--- config.mk ---
export PLATFORM = sky130hd
export DESIGN_NAME = iss_step_sequencer_flat
export DESIGN_NICKNAME = d
export VERILOG_FILES = /design/src/rtl/iss_step_seq_pkg.sv /design/src/rtl/iss_step_sequencer_if.sv /design/src/rtl/rvfi_multi_port_fifo.sv /design/src/rtl/iss_step_sequencer.sv /design/src/flat_wrapper.sv
export SDC_FILE = /design/constraint.sdc
export NUM_CORES = 1
export LEC_CHECK = 0
export CAP_MARGIN = 0
export CORE_ASPECT_RATIO = 1.4
export CORE_MARGIN = 1
export CORE_UTILIZATION = 25
export CTS_CLUSTER_DIAMETER = 150
export DETAILED_ROUTE_END_ITERATION = 7
export PLACE_DENSITY_LB_ADDON = 0.1
export SYNTH_ARGS = -nofsm -noshare
export SYNTH_HDL_FRONTEND = slang
export SYNTH_SLANG_ARGS = --single-unit
--- constraint.sdc ---
create_clock -name clk_i -period 11.8 [get_ports clk_i]
set_input_delay 1.18 -clock clk_i [delete_from_list [all_inputs] [get_ports clk_i]]
set_output_delay 1.18 -clock clk_i [all_outputs]
set_load 0.1 [all_outputs]
--- src/rtl/iss_step_seq_pkg.sv ---
// iss_step_seq_pkg: shared types for the ISS lock-step sequencer.
// Entries are stored at a fixed maximal width; narrower lanes zero-extend.
package iss_step_seq_pkg;

   localparam int unsigned ENT_XLEN = 64;
   localparam int unsigned ENT_ILEN = 32;

   localparam int unsigned FLD_PC    = 0;
   localparam int unsigned FLD_INSN  = 1;
   localparam int unsigned FLD_RD    = 2;
   localparam int unsigned FLD_WDATA = 3;
   localparam int unsigned FLD_TRAP  = 4;
   localparam int unsigned FLD_W     = 5;

   typedef enum logic [1:0] {
      IDLE,
      MIP,
      STEP
   } state_e;

   typedef struct packed {
      logic [ENT_XLEN-1:0] pc;
      logic [ENT_ILEN-1:0] insn;
      logic [4:0]          rd_addr;
      logic [ENT_XLEN-1:0] rd_wdata;
      logic                trap;
   } entry_t;

   // rd_wdata only matters when the core actually wrote a register
   function automatic logic [FLD_W-1:0] cmp_fields(entry_t c, entry_t m);
      logic [FLD_W-1:0] f;
      f            = '0;
      f[FLD_PC]    = (c.pc != m.pc);
      f[FLD_INSN]  = (c.insn != m.insn);
      f[FLD_RD]    = (c.rd_addr != m.rd_addr);
      f[FLD_WDATA] = (c.rd_addr != 5'd0) && (c.rd_wdata != m.rd_wdata);
      f[FLD_TRAP]  = (c.trap != m.trap);
      return f;
   endfunction

endpackage

--- src/rtl/iss_step_sequencer_if.sv ---
// iss_step_sequencer_if: step handshake and mip injection toward the ISS.
// master = sequencer side, slave = reference model side.
interface iss_step_sequencer_if #(
   parameter int unsigned XLEN = 32,
   parameter int unsigned ILEN = 32
);

   logic            ref_step_req_o;
   logic            ref_step_ack_i;
   logic [XLEN-1:0] ref_pc_i;
   logic [ILEN-1:0] ref_insn_i;
   logic [4:0]      ref_rd_addr_i;
   logic [XLEN-1:0] ref_rd_wdata_i;
   logic            ref_trap_i;
   logic            ref_mip_valid_o;
   logic [31:0]     ref_mip_o;

   modport master (
      output ref_step_req_o,
      output ref_mip_valid_o,
      output ref_mip_o,
      input  ref_step_ack_i,
      input  ref_pc_i,
      input  ref_insn_i,
      input  ref_rd_addr_i,
      input  ref_rd_wdata_i,
      input  ref_trap_i
   );

   modport slave (
      input  ref_step_req_o,
      input  ref_mip_valid_o,
      input  ref_mip_o,
      output ref_step_ack_i,
      output ref_pc_i,
      output ref_insn_i,
      output ref_rd_addr_i,
      output ref_rd_wdata_i,
      output ref_trap_i
   );

endinterface

--- src/rtl/rvfi_multi_port_fifo.sv ---
// rvfi_multi_port_fifo: NRET compacting write ports, one read port.
// Free space is taken before the pop, so a popped slot is never refilled same cycle.
module rvfi_multi_port_fifo
   import iss_step_seq_pkg::*;
#(
   parameter int unsigned NRET  = 2,
   parameter int unsigned DEPTH = 8
) (
   input  logic                       clk_i,
   input  logic                       rst_ni,
   input  logic [NRET-1:0]            i_valid,
   input  entry_t                     i_entry [NRET],
   input  logic                       i_pop,
   output entry_t                     o_head,
   output logic [$clog2(DEPTH+1)-1:0] o_count,
   output logic                       o_drop
);

   localparam int unsigned PW = (DEPTH > 1) ? $clog2(DEPTH) : 1;
   localparam int unsigned CW = $clog2(DEPTH + 1);

   entry_t          r_mem [DEPTH];
   logic [PW-1:0]   r_wptr;
   logic [PW-1:0]   r_rptr;
   logic [CW-1:0]   r_count;
   logic [CW-1:0]   w_free;
   logic [CW-1:0]   w_nwr;
   logic [NRET-1:0] w_we;
   logic [PW-1:0]   w_waddr [NRET];
   logic            w_drop;

   always_comb begin
      w_free = CW'(DEPTH) - r_count;
      w_nwr  = '0;
      w_we   = '0;
      w_drop = 1'b0;
      for (int l = 0; l < NRET; l++) begin
         w_waddr[l] = r_wptr + PW'(w_nwr);
         if (i_valid[l]) begin
            if (w_nwr < w_free) begin
               w_we[l] = 1'b1;
               w_nwr   = w_nwr + CW'(1);
            end else begin
               w_drop = 1'b1;
            end
         end
      end
   end

   always_ff @(posedge clk_i) begin
      for (int l = 0; l < NRET; l++) begin
         if (w_we[l]) begin
            r_mem[w_waddr[l]] <= i_entry[l];
         end
      end
   end

   always_ff @(posedge clk_i or negedge rst_ni) begin
      if (!rst_ni) begin
         r_wptr  <= '0;
         r_rptr  <= '0;
         r_count <= '0;
      end else begin
         r_wptr  <= r_wptr + PW'(w_nwr);
         r_count <= r_count + w_nwr - CW'(i_pop);
         if (i_pop) begin
            r_rptr <= r_rptr + PW'(1);
         end
      end
   end

   assign o_head  = r_mem[r_rptr];
   assign o_count = r_count;
   assign o_drop  = w_drop;

endmodule

--- src/rtl/iss_step_sequencer.sv ---
// iss_step_sequencer: steps an external ISS one retirement at a time
// and compares each result against the buffered core RVFI record.
module iss_step_sequencer
   import iss_step_seq_pkg::*;
#(
   parameter int unsigned NRET  = 2,
   parameter int unsigned DEPTH = 8,
   parameter int unsigned XLEN  = 32,
   parameter int unsigned ILEN  = 32
) (
   input  logic                   clk_i,
   input  logic                   rst_ni,
   input  logic [NRET-1:0]        core_valid_i,
   input  logic [NRET*XLEN-1:0]   core_pc_i,
   input  logic [NRET*ILEN-1:0]   core_insn_i,
   input  logic [NRET*5-1:0]      core_rd_addr_i,
   input  logic [NRET*XLEN-1:0]   core_rd_wdata_i,
   input  logic [NRET-1:0]        core_trap_i,
   input  logic                   irq_valid_i,
   input  logic [31:0]            irq_mip_i,
   iss_step_sequencer_if.master   ref_if,
   output logic                   mismatch_o,
   output logic [FLD_W-1:0]       mismatch_field_o,
   output logic [15:0]            mismatch_count_o,
   output logic [31:0]            retired_count_o,
   output logic                   overflow_o,
   output logic                   idle_o
);

   localparam int unsigned CW = $clog2(DEPTH + 1);

   state_e           r_state;
   state_e           w_state_nxt;
   entry_t           w_lane [NRET];
   entry_t           w_head;
   entry_t           w_ref;
   logic [CW-1:0]    w_count;
   logic             w_drop;
   logic             w_pop;
   logic             w_req;
   logic             w_mipv;
   logic             w_mip_clr;
   logic [FLD_W-1:0] w_fld;

   logic             r_mip_pend;
   logic [31:0]      r_mip_val;
   logic             r_mm;
   logic [FLD_W-1:0] r_fld;
   logic [15:0]      r_mcnt;
   logic [31:0]      r_ret;
   logic             r_ovf;

   always_comb begin
      for (int l = 0; l < NRET; l++) begin
         w_lane[l].pc       = ENT_XLEN'(core_pc_i[l*XLEN +: XLEN]);
         w_lane[l].insn     = ENT_ILEN'(core_insn_i[l*ILEN +: ILEN]);
         w_lane[l].rd_addr  = core_rd_addr_i[l*5 +: 5];
         w_lane[l].rd_wdata = ENT_XLEN'(core_rd_wdata_i[l*XLEN +: XLEN]);
         w_lane[l].trap     = core_trap_i[l];
      end
   end

   always_comb begin
      w_ref.pc       = ENT_XLEN'(ref_if.ref_pc_i);
      w_ref.insn     = ENT_ILEN'(ref_if.ref_insn_i);
      w_ref.rd_addr  = ref_if.ref_rd_addr_i;
      w_ref.rd_wdata = ENT_XLEN'(ref_if.ref_rd_wdata_i);
      w_ref.trap     = ref_if.ref_trap_i;
   end

   rvfi_multi_port_fifo #(
      .NRET  (NRET),
      .DEPTH (DEPTH)
   ) u_fifo (
      .clk_i   (clk_i),
      .rst_ni  (rst_ni),
      .i_valid (core_valid_i),
      .i_entry (w_lane),
      .i_pop   (w_pop),
      .o_head  (w_head),
      .o_count (w_count),
      .o_drop  (w_drop)
   );

   always_ff @(posedge clk_i or negedge rst_ni) begin
      if (!rst_ni) begin
         r_state <= IDLE;
      end else begin
         r_state <= w_state_nxt;
      end
   end

   // mip is only injected from IDLE, so it always lands between steps
   always_comb begin
      w_state_nxt = r_state;
      w_req       = 1'b0;
      w_mipv      = 1'b0;
      w_mip_clr   = 1'b0;
      w_pop       = 1'b0;
      unique case (r_state)
         IDLE: begin
            if (r_mip_pend) begin
               w_state_nxt = MIP;
            end else if (w_count != '0) begin
               w_state_nxt = STEP;
            end
         end
         MIP: begin
            w_mipv      = 1'b1;
            w_mip_clr   = 1'b1;
            w_state_nxt = IDLE;
         end
         STEP: begin
            w_req = 1'b1;
            if (ref_if.ref_step_ack_i) begin
               w_pop       = 1'b1;
               w_state_nxt = IDLE;
            end
         end
         default: w_state_nxt = IDLE;
      endcase
   end

   always_ff @(posedge clk_i or negedge rst_ni) begin
      if (!rst_ni) begin
         r_mip_pend <= 1'b0;
         r_mip_val  <= '0;
      end else if (irq_valid_i) begin
         r_mip_pend <= 1'b1;
         r_mip_val  <= irq_mip_i;
      end else if (w_mip_clr) begin
         r_mip_pend <= 1'b0;
      end
   end

   assign w_fld = cmp_fields(w_head, w_ref);

   always_ff @(posedge clk_i or negedge rst_ni) begin
      if (!rst_ni) begin
         r_mm   <= 1'b0;
         r_fld  <= '0;
         r_mcnt <= '0;
         r_ret  <= '0;
         r_ovf  <= 1'b0;
      end else begin
         r_mm  <= w_pop && (w_fld != '0);
         r_ovf <= r_ovf | w_drop;
         if (w_pop) begin
            r_fld <= w_fld;
            r_ret <= r_ret + 32'd1;
            if ((w_fld != '0) && (r_mcnt != 16'hFFFF)) begin
               r_mcnt <= r_mcnt + 16'd1;
            end
         end
      end
   end

   assign ref_if.ref_step_req_o  = w_req;
   assign ref_if.ref_mip_valid_o = w_mipv;
   assign ref_if.ref_mip_o       = w_mipv ? r_mip_val : 32'd0;

   assign mismatch_o       = r_mm;
   assign mismatch_field_o = r_fld;
   assign mismatch_count_o = r_mcnt;
   assign retired_count_o  = r_ret;
   assign overflow_o       = r_ovf;
   assign idle_o           = (r_state == IDLE) && (w_count == '0)
                             && !r_mip_pend;

endmodule

--- src/flat_wrapper.sv ---
// flat-port wrapper written by rule: the top's interface ports become plain ports
module iss_step_sequencer_flat import iss_step_seq_pkg::*;
#(
   parameter int unsigned NRET  = 2,
   parameter int unsigned DEPTH = 8,
   parameter int unsigned XLEN  = 32,
   parameter int unsigned ILEN  = 32
)
  (clk_i, rst_ni, core_valid_i, core_pc_i, core_insn_i, core_rd_addr_i, core_rd_wdata_i, core_trap_i, irq_valid_i, irq_mip_i, mismatch_o, mismatch_field_o, mismatch_count_o, retired_count_o, overflow_o, idle_o, ref_if_ref_step_req_o, ref_if_ref_mip_valid_o, ref_if_ref_mip_o, ref_if_ref_step_ack_i, ref_if_ref_pc_i, ref_if_ref_insn_i, ref_if_ref_rd_addr_i, ref_if_ref_rd_wdata_i, ref_if_ref_trap_i);
  iss_step_sequencer_if #(.XLEN(XLEN), .ILEN(ILEN)) ref_if_i ();
  input  logic clk_i;
  input  logic rst_ni;
  input  logic [NRET-1:0] core_valid_i;
  input  logic [NRET*XLEN-1:0] core_pc_i;
  input  logic [NRET*ILEN-1:0] core_insn_i;
  input  logic [NRET*5-1:0] core_rd_addr_i;
  input  logic [NRET*XLEN-1:0] core_rd_wdata_i;
  input  logic [NRET-1:0] core_trap_i;
  input  logic irq_valid_i;
  input  logic [31:0] irq_mip_i;
  output logic mismatch_o;
  output logic [FLD_W-1:0] mismatch_field_o;
  output logic [15:0] mismatch_count_o;
  output logic [31:0] retired_count_o;
  output logic overflow_o;
  output logic idle_o;
  output wire logic [$bits(ref_if_i.ref_step_req_o)-1:0] ref_if_ref_step_req_o;
  output wire logic [$bits(ref_if_i.ref_mip_valid_o)-1:0] ref_if_ref_mip_valid_o;
  output wire logic [$bits(ref_if_i.ref_mip_o)-1:0] ref_if_ref_mip_o;
  input wire logic [$bits(ref_if_i.ref_step_ack_i)-1:0] ref_if_ref_step_ack_i;
  input wire logic [$bits(ref_if_i.ref_pc_i)-1:0] ref_if_ref_pc_i;
  input wire logic [$bits(ref_if_i.ref_insn_i)-1:0] ref_if_ref_insn_i;
  input wire logic [$bits(ref_if_i.ref_rd_addr_i)-1:0] ref_if_ref_rd_addr_i;
  input wire logic [$bits(ref_if_i.ref_rd_wdata_i)-1:0] ref_if_ref_rd_wdata_i;
  input wire logic [$bits(ref_if_i.ref_trap_i)-1:0] ref_if_ref_trap_i;
  assign ref_if_ref_step_req_o = ref_if_i.ref_step_req_o;
  assign ref_if_ref_mip_valid_o = ref_if_i.ref_mip_valid_o;
  assign ref_if_ref_mip_o = ref_if_i.ref_mip_o;
  assign ref_if_i.ref_step_ack_i = ref_if_ref_step_ack_i;
  assign ref_if_i.ref_pc_i = ref_if_ref_pc_i;
  assign ref_if_i.ref_insn_i = ref_if_ref_insn_i;
  assign ref_if_i.ref_rd_addr_i = ref_if_ref_rd_addr_i;
  assign ref_if_i.ref_rd_wdata_i = ref_if_ref_rd_wdata_i;
  assign ref_if_i.ref_trap_i = ref_if_ref_trap_i;
  iss_step_sequencer #(.NRET(NRET), .DEPTH(DEPTH), .XLEN(XLEN), .ILEN(ILEN)) u_core (.clk_i(clk_i), .rst_ni(rst_ni), .core_valid_i(core_valid_i), .core_pc_i(core_pc_i), .core_insn_i(core_insn_i), .core_rd_addr_i(core_rd_addr_i), .core_rd_wdata_i(core_rd_wdata_i), .core_trap_i(core_trap_i), .irq_valid_i(irq_valid_i), .irq_mip_i(irq_mip_i), .ref_if(ref_if_i), .mismatch_o(mismatch_o), .mismatch_field_o(mismatch_field_o), .mismatch_count_o(mismatch_count_o), .retired_count_o(retired_count_o), .overflow_o(overflow_o), .idle_o(idle_o));
endmodule
==> flow_summary_export.csv <==
group,metric,value,unit
synthesis,synthDistinctLibCells,51,
critical_path,crit_path_max_fanout,26,
synthesis,synth_fa_ha_area_share,0.492,%
critical_path,cp_data_required_time,12.42,ns
synthesis,synth_compound_area_share,2.14,%
clocking,path_clk_slew,0.06,ns
floorplan,core_area,184000,um2
power,p_leak,19.3,nW
routing,wire_per_inst,28.6,um
critical_path,crit_family,"simple AND/OR/NAND/NOR gates",
cells_and_area,final_area,57000,um2
synthesis,synthCells,2893,
placed_design,dpl_cell_area,53500,um2
synthesis,synth-seq-cells,916,
cells_and_area,fin_nets,3673,
placed_design,gp_congestion,0.711,
critical_path,worstSetupEndpointType,"flop",
timing,max_freq,183,MHz
synthesis,synth_edf_count,816,
cells_and_area,final_util,31.0,%
placed_design,place_hpwl,98000,um
clocking,clk_latency,0.74,ns
cells_and_area,drive_gt1_share,35.8,%
routing,drt_first_pass_iters,5,
critical_path,rr_endpoint,"u_core.mismatch_count_o[1]$_DFFE_PN0P_",
synthesis,synth_top_family_by_area,"multiplexers",
floorplan,io_pins,434,
critical_path,max_stage_delay,0.75,ns
placed_design,port_buffers,433,
critical_path,path_common_cell,"buf_4",
floorplan,start_util,25.2,%
grt,track_usage,17.7,%
floorplan,die_y,511,um
clocking,cts_buffers,106,
clocking,cts_root_buf,"clkbuf_16",
critical_path,timing.rr.start,"u_core.u_fifo.r_rptr[2]$_DFFE_PN0P_",
clocking,cts_buffer_depth,3,
timing,final_hold_viol_count,0,
timing,min_period_over_period,46.2,%
routing,viasPerCell,4.68,
synthesis,synthXorXnorAreaFrac,2.90,%
synthesis,synth.largest_area_cell,"edfxtp_1",
routing,ant_nets,0,
critical_path,slowest_stage,"nor2b_4",
grt,grt_pass1_wl,234000,um
critical_path,reg2reg_depth,13,
routing,initialDrtViolationCount,1801,
job,maxCapViolCount,0,
routing,drc,0,
timing,tns,0,ns
synthesis,synth_most_common_cell,"mux2_2",
floorplan,die_w,366,um
timing,maxSlewViolCount,0,
synthesis,syn-num-nets,3254,
grt,grt-ovfl-total,0,
timing,min_period,5.45,ns
synthesis,synthSimpleGateAreaFrac,3.19,%
run_status,status,"complete, no violations",
routing,vias,27400,
min_path,hp-class,"reg -> reg",
clocking,cts.repair.resized,0,
critical_path,cp-start-kind,"flop",
min_path,hold_depth,1,
min_path,min_to,"u_core.retired_count_o[31]$_DFFE_PN0P_",
critical_path,path_class,"reg -> reg",
synthesis,synth_top_area_share,53.0,%
critical_path,path_cells,"buf_4, nor2b_4, buf_4, a22oi_1, nand2_1, xor2_1, nand4_1, nor4_1, nand2_1, nor4_4, buf_4, or2_2, mux2_1",
clocking,cts_hold_buffers,0,
clocking,post_cts_buffers,0,
synthesis,netlist_top_cells_area,"edfxtp_1, mux2_2, dfrtp_1",
clocking,cts_tree,"yes",
cells_and_area,fill_cells,18200,
power,ir_worst_vdd,0.184,mV
synthesis,yosysWarnings,0,
power,p_per_area,257,nW/um2
timing,rsz0062_at_grt,"no",
synthesis,postSynthAreaPerCell,16.0,um2
timing,finalSetupViolations,0,
grt,grt_max_degree,103,
synthesis,synth.cell_area,46300,um2
floorplan,fp.dieArea,187000,um2
grt,grt_pass1_vias,29400,
floorplan,row_count,186,
min_path,hold_start,"u_core.retired_count_o[31]$_DFFE_PN0P_",
routing,routed_wl,167000,um
synthesis,ys.flop_type,"edfxtp_1",
timing,slew-limit-headroom,30.0,%
synthesis,ys_seq_area_share,58.4,%
cells_and_area,syn_to_final_growth,23.1,%
timing,worst_slew_pin_slew,1.05,ns
critical_path,rrSetupSlack,6.35,ns
clocking,htree_num_levels,3,
critical_path,crit_buf_inv,3,
clocking,clock-sinks,916,
timing,skew,0.0305,ns
critical_path,critPathArrivalTime,6.07,ns
synthesis,synthMuxAreaShare,30.9,%
synthesis,synth_top_cells_by_count,"mux2_2, edfxtp_1, mux2i_1, nand2_1, mux4_2",
grt,antenna_found_initial,41,
synthesis,async_flop_share,10.9,%
area by class of cell:
cell class	instances	area, um2	area share (%)
timing repair buffer	489	4830	8.49
tap	2444	3060	5.37
sequential	916	27000	47.4
multi-input combinational	1780	18500	32.5
antenna	9	22.5	0.0395
clock buffer	136	2830	4.96
inverter	19	71.3	0.125
clock inverter	61	609	1.07
how the worst max path moves through the flow:
| stage | slack [ns] | depth (start not counted) | end | from |
|---|---|---|---|---|
| finish | 6.35 | 13 | u_core.mismatch_count_o[1]$_DFFE_PN0P_ | u_core.u_fifo.r_rptr[2]$_DFFE_PN0P_ |
| global route | 6.15 | 13 | u_core.mismatch_count_o[1]$_DFFE_PN0P_ | u_core.u_fifo.r_rptr[2]$_DFFE_PN0P_ |
| CTS | 6.21 | 13 | u_core.mismatch_count_o[1]$_DFFE_PN0P_ | u_core.u_fifo.r_rptr[2]$_DFFE_PN0P_ |
| detailed placement | 6.04 | 11 | u_core.u_fifo.r_mem[4][79]$_DFFE_PP_ | core_valid_i[0] |
| global placement | 6.03 | 11 | u_core.u_fifo.r_mem[4][85]$_DFFE_PP_ | core_valid_i[0] |
| floorplan | 2.18 | 4 | u_core.u_fifo.r_mem[4][0]$_DFFE_PP_ | core_valid_i[0] |
cell families (layout without fill, tap and decap cells):
kind of cell / Yosys count / count (layout)
adder cells (fa/ha/maj): 17 / 17
AND/OR/NAND/NOR: 292 / 292
other: 0 / 9
flip-flops: 916 / 916
multiplexers: 1183 / 1183
AO/OA/AOI/OAI: 135 / 135
XOR/XNOR: 153 / 153
buffers and inverters: 197 / 705
power breakdown:
part	internal [mW]	switching [mW]	total [mW]
sequential	4.86	0.341	5.20
clock	1.93	1.44	3.37
combinational	2.20	3.88	6.08
total	8.99	5.67	14.7
worst register-to-register path, delay by kind of cell, from the launching register on:
kind	cells	cell delay, ns
muxes	1	0.32
AOI/OAI and AO/OA	1	0.20
xor gates and xnor gates	1	0.27
DFF	1	0.71
and+or+nand+nor	7	2.50
buffers and inverters	3	1.36
flip-flops by register name (all words and copies together) (netlist names), 3 cells and up:
signal,cells
u_core.mismatch_count_o,16
u_core.mismatch_field_o,5
u_core.u_fifo.r_wptr,3
u_core.u_fifo.o_count,4
u_core.retired_count_o,32
u_core.u_fifo.r_mem,816
u_core.r_mip_val,32
u_core.u_fifo.r_rptr,3
cells in the final DEF, fill, tap and decap left out, drive strengths merged, types with 6 or more instances in the layout:
cell,count
buf,59
mux2i,206
edfxtp,816
bufinv,11
clkinv,42
nand3,18
o21a,10
and2,33
and3,12
xor2,89
a21oi,6
ha,15
clkbuf,136
nand4,31
nor3,14
a22oi,74
mux2,866
o21ai,10
clkdlybuf4s50,430
diode,9
o22ai,8
nand2,114
nor2,22
a221oi,10
nand2b,19
xnor2,64
inv,23
dfrtp,100
mux4,111
nor4,14
per-stage QoR:
stage / std cells / hold WS, ns / worst slack, ns / total power [mW]
2_1_floorplan: 2893 / 0.460 / 2.18 / 9.32
3_3_place_gp: 5648 / 0.467 / 6.03 / 11.6
3_5_place_dp: 5648 / 0.468 / 6.04 / 11.6
4_1_cts: 5845 / 0.446 / 6.21 / 15.0
5_1_grt: 5847 / 0.489 / 6.15 / 15.4
6_report: 5854 / 0.468 / 6.35 / 14.7
per-layer routing:
| layer | routed length [um] | global-route usage [%] |
|---|---|---|
| met5 | 264 | 0 |
| met4 | 3190 | 4.30 |
| met3 | 8050 | 2.91 |
| met2 | 83500 | 30.5 |
| met1 | 72300 | 23.0 |
Power figures use the tool's default switching activity.
